[src/rtl/tick_run_control.sv]
// Run/pause/step control for the modulo-k counters: synchronizes and debounces three
// active-low keys, then drives a prescaled count-enable tick and a synchronous clear pulse.
module tick_run_control #(
    parameter int DIV       = 5_000_000,
    parameter int DB_CYCLES = 500_000
) (
    input  logic       clk,
    input  logic       aclr,
    input  logic       key_run_n,
    input  logic       key_step_n,
    input  logic       key_clr_n,
    output logic       tick,
    output logic       sclr,
    output logic       running,
    output logic [1:0] state
);

    localparam int PW = (DIV > 1) ? $clog2(DIV) : 1;
    localparam int CW = (DB_CYCLES > 1) ? $clog2(DB_CYCLES) : 1;
    localparam logic [PW-1:0] PRE_LAST = PW'(DIV - 1);
    localparam logic [CW-1:0] DB_LAST  = CW'(DB_CYCLES - 1);

    typedef enum logic [1:0] {
        IDLE    = 2'b00,
        RUN     = 2'b01,
        PAUSE   = 2'b10,
        ILLEGAL = 2'b11
    } state_t;

    // Bit order for all key vectors: [2] clear, [1] step, [0] run.
    logic [2:0]          key_raw;
    logic [2:0]          sync_p0;
    logic [2:0]          sync_p1;
    logic [2:0]          db_lvl;
    logic [2:0]          db_lvl_d;
    logic [2:0][CW-1:0]  db_cnt;
    logic [2:0]          press;
    logic                run_ev;
    logic                step_ev;
    logic                clr_ev;

    state_t              state_q;
    state_t              state_nx;
    logic [PW-1:0]       pre_q;
    logic [PW-1:0]       pre_nx;
    logic                wrap;
    logic                tick_nx;
    logic                sclr_nx;

    assign key_raw = {key_clr_n, key_step_n, key_run_n};

    // Stage p0/p1: two-flop synchronizer, then debounce on the synchronized level.
    always_ff @(posedge clk or negedge aclr) begin
        if (!aclr) begin
            sync_p0  <= '1;
            sync_p1  <= '1;
            db_lvl   <= '1;
            db_lvl_d <= '1;
            db_cnt   <= '0;
        end else begin
            sync_p0  <= key_raw;
            sync_p1  <= sync_p0;
            db_lvl_d <= db_lvl;
            for (int i = 0; i < 3; i++) begin
                if (sync_p1[i] != db_lvl[i]) begin
                    if (db_cnt[i] == DB_LAST) begin
                        db_lvl[i] <= sync_p1[i];
                        db_cnt[i] <= '0;
                    end else begin
                        db_cnt[i] <= db_cnt[i] + 1'b1;
                    end
                end else begin
                    db_cnt[i] <= '0;
                end
            end
        end
    end

    // Only a debounced falling edge is a press; releases are silent.
    assign press   = db_lvl_d & ~db_lvl;
    assign run_ev  = press[0];
    assign step_ev = press[1];
    assign clr_ev  = press[2];

    assign wrap = (pre_q == PRE_LAST);

    always_ff @(posedge clk or negedge aclr) begin
        if (!aclr) begin
            state_q <= IDLE;
            pre_q   <= '0;
            tick    <= 1'b0;
            sclr    <= 1'b0;
        end else begin
            state_q <= state_nx;
            pre_q   <= pre_nx;
            tick    <= tick_nx;
            sclr    <= sclr_nx;
        end
    end

    always_comb begin
        state_nx = state_q;
        pre_nx   = pre_q;
        tick_nx  = 1'b0;
        sclr_nx  = 1'b0;
        case (state_q)
            IDLE: begin
                if (run_ev) begin
                    state_nx = RUN;
                end else if (step_ev) begin
                    tick_nx = 1'b1;
                end
            end
            RUN: begin
                // The prescaler advances even on the pausing cycle, so a coincident wrap still ticks.
                tick_nx = wrap;
                pre_nx  = wrap ? '0 : pre_q + 1'b1;
                if (run_ev) begin
                    state_nx = PAUSE;
                end
            end
            PAUSE: begin
                if (run_ev) begin
                    state_nx = RUN;
                end else if (step_ev) begin
                    tick_nx = 1'b1;
                end
            end
            default: begin
                state_nx = IDLE;
                pre_nx   = '0;
            end
        endcase
        if (clr_ev) begin
            state_nx = IDLE;
            pre_nx   = '0;
            tick_nx  = 1'b0;
            sclr_nx  = 1'b1;
        end
    end

    assign state   = state_q;
    assign running = (state_q == RUN);

endmodule

[config.mk]
export PLATFORM = sky130hd
export DESIGN_NAME = tick_run_control
export DESIGN_NICKNAME = d
export VERILOG_FILES = /design/src/rtl/tick_run_control.sv
export SDC_FILE = /design/constraint.sdc
export NUM_CORES = 1
export LEC_CHECK = 0
export BUFFER_PORTS_ARGS = -buffer_cell sky130_fd_sc_hd__buf_2
export CAP_MARGIN = 20
export CORE_ASPECT_RATIO = 1.4
export CORE_UTILIZATION = 60
export CTS_CLUSTER_DIAMETER = 120
export DETAILED_ROUTE_END_ITERATION = 6
export MAX_ROUTING_LAYER = met4
export PLACE_DENSITY_LB_ADDON = 0.2
export SLEW_MARGIN = 30
export SYNTH_ARGS = -nofsm -noshare
export SYNTH_HDL_FRONTEND = slang
export SYNTH_SLANG_ARGS = --single-unit
[constraint.sdc]
create_clock -name clk -period 2.3 [get_ports clk]
set_clock_uncertainty 0.2 [all_clocks]
set_input_delay 0 -clock clk [delete_from_list [all_inputs] [get_ports clk]]
set_output_delay 0 -clock clk [all_outputs]
set_load 0.005 [all_outputs]
==> flow_metrics.env <==
export IMPL_status="completed"
export IMPL_fillCellCount=549
export IMPL_yosysWarnings=0
export IMPL_seqCellArea_um2=2420
export IMPL_grt_remaining_overflow=0
export IMPL_netSwitchingPower_uw=636
export IMPL_fin_nets=503
export IMPL_crit_fanout=15
export IMPL_post_synth_top_area_cell="dfrtp_1"
export IMPL_cts_root_buf="clkbuf_8"
export IMPL_max_freq_mhz=470
export IMPL_synth_top_area_share_pct=46.0
export IMPL_cp_slowest_cell="nor2_2"
export IMPL_rsz0062_at_grt="no"
export IMPL_cts_sinks=96
export IMPL_coreArea_um2=7360
export IMPL_worst_slew_pin_slew_ns=0.615
export IMPL_ys_types=49
export IMPL_cp_end_kind="flop"
export IMPL_clk_pin_slew_ns=0.09
export IMPL_critPathKind="flop to flop"
export IMPL_placement_cell_area_um2=4830
export IMPL_worst_skew_pair_late_latency_ns=0.37
export IMPL_slowest_delay_ns=0.50
export IMPL_crit_family="simple AND/OR/NAND/NOR gates"
export IMPL_ios=10
export IMPL_grt_pass1_wl_um=14700
export IMPL_crit_required_ns=2.33
export IMPL_row_count=37
export IMPL_max_cap_violations=0
export IMPL_post_route_min_period_ns=2.13
export IMPL_clockBufferDepth=2
export IMPL_start_kind="flop"
export IMPL_synth_cells=457
export IMPL_syn_num_nets=466
export IMPL_antenna_found_initial=0
export IMPL_layout_common_cells="nor2_1, dfrtp_1, nand2_1, xor2_1, xnor2_1"
export IMPL_antennaDiodeCount=0
export IMPL_pwr_share_clk_pct=38.6
export IMPL_synth_seq_cells=96
export IMPL_place_gp_congestion=0.908
export IMPL_via_count=3309
export IMPL_crit_arrival_ns=2.15
export IMPL_fin_util_pct=69.7
export IMPL_critPathBufInv=0
export IMPL_seqPwrFrac_pct=58.0
export IMPL_place_ws_ns=-0.0106
export IMPL_hold_viol=0
export IMPL_finalCritPeriodShare_pct=92.4
export IMPL_ys_flop_type="dfrtp_1"
export IMPL_max_slew_margin_rel_pct=58.9
export IMPL_swShare_pct=21.4
export IMPL_grt_max_degree=37
export IMPL_avgViaCountPerCell=5.55
export IMPL_wirelength_um=8350
export IMPL_p_leak_uw=0.00227
export IMPL_setup_viol=0
export IMPL_seq_area_frac_synth_pct=52.9
export IMPL_htreeDepth=3
export IMPL_die_width_um=75.8
export IMPL_hp_class="input port to flop"
export IMPL_layout_commonest_cell="nor2_1"
export IMPL_wl_per_cell_um=14.0
export IMPL_yosys_top_cells_area="dfrtp_1, nor2_1, xor2_1"
export IMPL_grt_usage_pct=24.9
export IMPL_synth_edf_count=0
export IMPL_setup_ws_ns=0.174
export IMPL_comb_power_share_pct=3.4
export IMPL_async_reset_ff_share_pct=100
export IMPL_drc=0
export IMPL_design_area_um2=5130
export IMPL_cts_tree="done"
export IMPL_start_util_pct=62.1
export IMPL_cts_buffers=9
export IMPL_drive_above_1_share_pct=14.4
export IMPL_p_per_area_nw_per_um2=580
export IMPL_dieArea_um2=7970
export IMPL_drt_first_pass_iters=4
export IMPL_area_growth_pct=12.2
export IMPL_ant_nets=0
export IMPL_path_cells="ha_1 > and3_1 > and4_1 > a21oi_2 > nor2_2 > nor2_1"
export IMPL_ir_drop_uv=384
export IMPL_die_h_um=105
export IMPL_p_int_uw=2340
export IMPL_hpwl_um=5630
export IMPL_grt_pass1_vias=3258
export IMPL_syn_area_per_cell_um2=10.0
export IMPL_syn_area_um2=4570
export IMPL_port_buffers=9
export IMPL_multiInputGateArea_um2=2040
export IMPL_drv_slew=0
export IMPL_post_cts_buffers=0
export IMPL_drt_iter0_drc=185
[cell usage after synthesis, types with 3 or more instances]
master   count
buf_2        5
xnor2_1     31
a21oi_1      6
and3_1      14
a22o_1       3
xor2_1      37
nor4_1       8
nand3_1     23
dfstp_2     12
nand2_1     39
and4_1       3
ha_1         4
nand4_1     18
or2_2        3
inv_1       12
nor2_1      93
mux2_2       4
nor4b_1      5
and2_1       3
a21o_1       3
dfrtp_1     84
nor3_1      10
[power groups by stage]
stage	Sequential (uW)	Combinational [uW]	Clock, uW
after floorplan	1750	46.3	0
after global placement	1760	89.2	0
after detailed placement	1760	91.9	0
after CTS	1730	104	1180
after global routing	1730	116	1240
final	1730	101	1150
[routing by layer]
metal	routed length, um	track usage (%)	vias to the layer above	part of all wire (%)
li1	-	-	1619	-
met1	3730	31.3	1589	45
met2	4120	38.9	73	49
met3	255	4.21	28	3.1
met4	246	11.5	0	2.9
met5	0	-	-	0
[through the flow]
stage | total power, uW | hold slack (ns) | TNS [ns] | cells
2_1_floorplan | 1800 | -0.496 | 0 | 457
3_3_place_gp | 1850 | -0.157 | 0 | 574
3_5_place_dp | 1850 | -0.155 | -0.0328 | 574
4_1_cts | 3010 | 0.0582 | 0 | 596
5_1_grt | 3080 | 0.0667 | 0 | 596
6_report | 2970 | 0.0782 | 0 | 596
[sequential cells by signal, indices dropped and copies added, names as in the netlist]
name,count
state,2
sclr,1
db_lvl,3
sync_p0,3
pre_q,23
sync_p1,3
db_cnt,57
db_lvl_d,3
tick,1
[worst reg2reg max path: stages, from the launching register on]
cell	delay [ns]
dfrtp_1	0.37
ha_1	0.19
and3_1	0.26
and4_1	0.26
a21oi_2	0.08
nor2_2	0.50
nor2_1	0.13
[area by class of cell]
type                       instances  share of cell area [%]
sequential                        96                    47.1
multi-input combinational        338                    39.8
timing repair buffer              36                    5.61
clock buffer                      14                    3.37
tap                               97                    2.37
inverter                          13                   0.951
clock inverter                     2                   0.732
[repair_timing]
item | in CTS | in global routing
setup endpoints to repair | 14 | 8
resized for setup | 1 | 4
hold endpoints to repair | 91 | 0
hold buffers | 6 | 0
cloned | 0 | 0
[cells by family (layout without fill, tap and decap cells)]
group | count (synthesis) | count (layout) | synth area share (%)
buf+inv | 23 | 65 | 2.87
compound gates | 22 | 22 | 3.31
fa+ha+maj | 4 | 4 | 1.10
simple gates | 239 | 239 | 25.6
flops | 96 | 96 | 52.9
xor+xnor | 68 | 68 | 13.0
mux | 5 | 5 | 1.20
[final timing paths]
check,startpoint,to,slack (ns),cells past startpoint
max reg2reg,pre_q[1],pre_q[12],0.17,6
max in group asynchronous,aclr,db_lvl[1],0.88,4
min in group asynchronous,aclr,db_cnt[3],0.42,3
max,pre_q[1],pre_q[12],0.17,6
min,key_clr_n,sync_p0[2],0.08,2
min reg2reg,sync_p0[0],sync_p1[0],0.15,0
No activity file was read; power rests on OpenSTA's default activity.
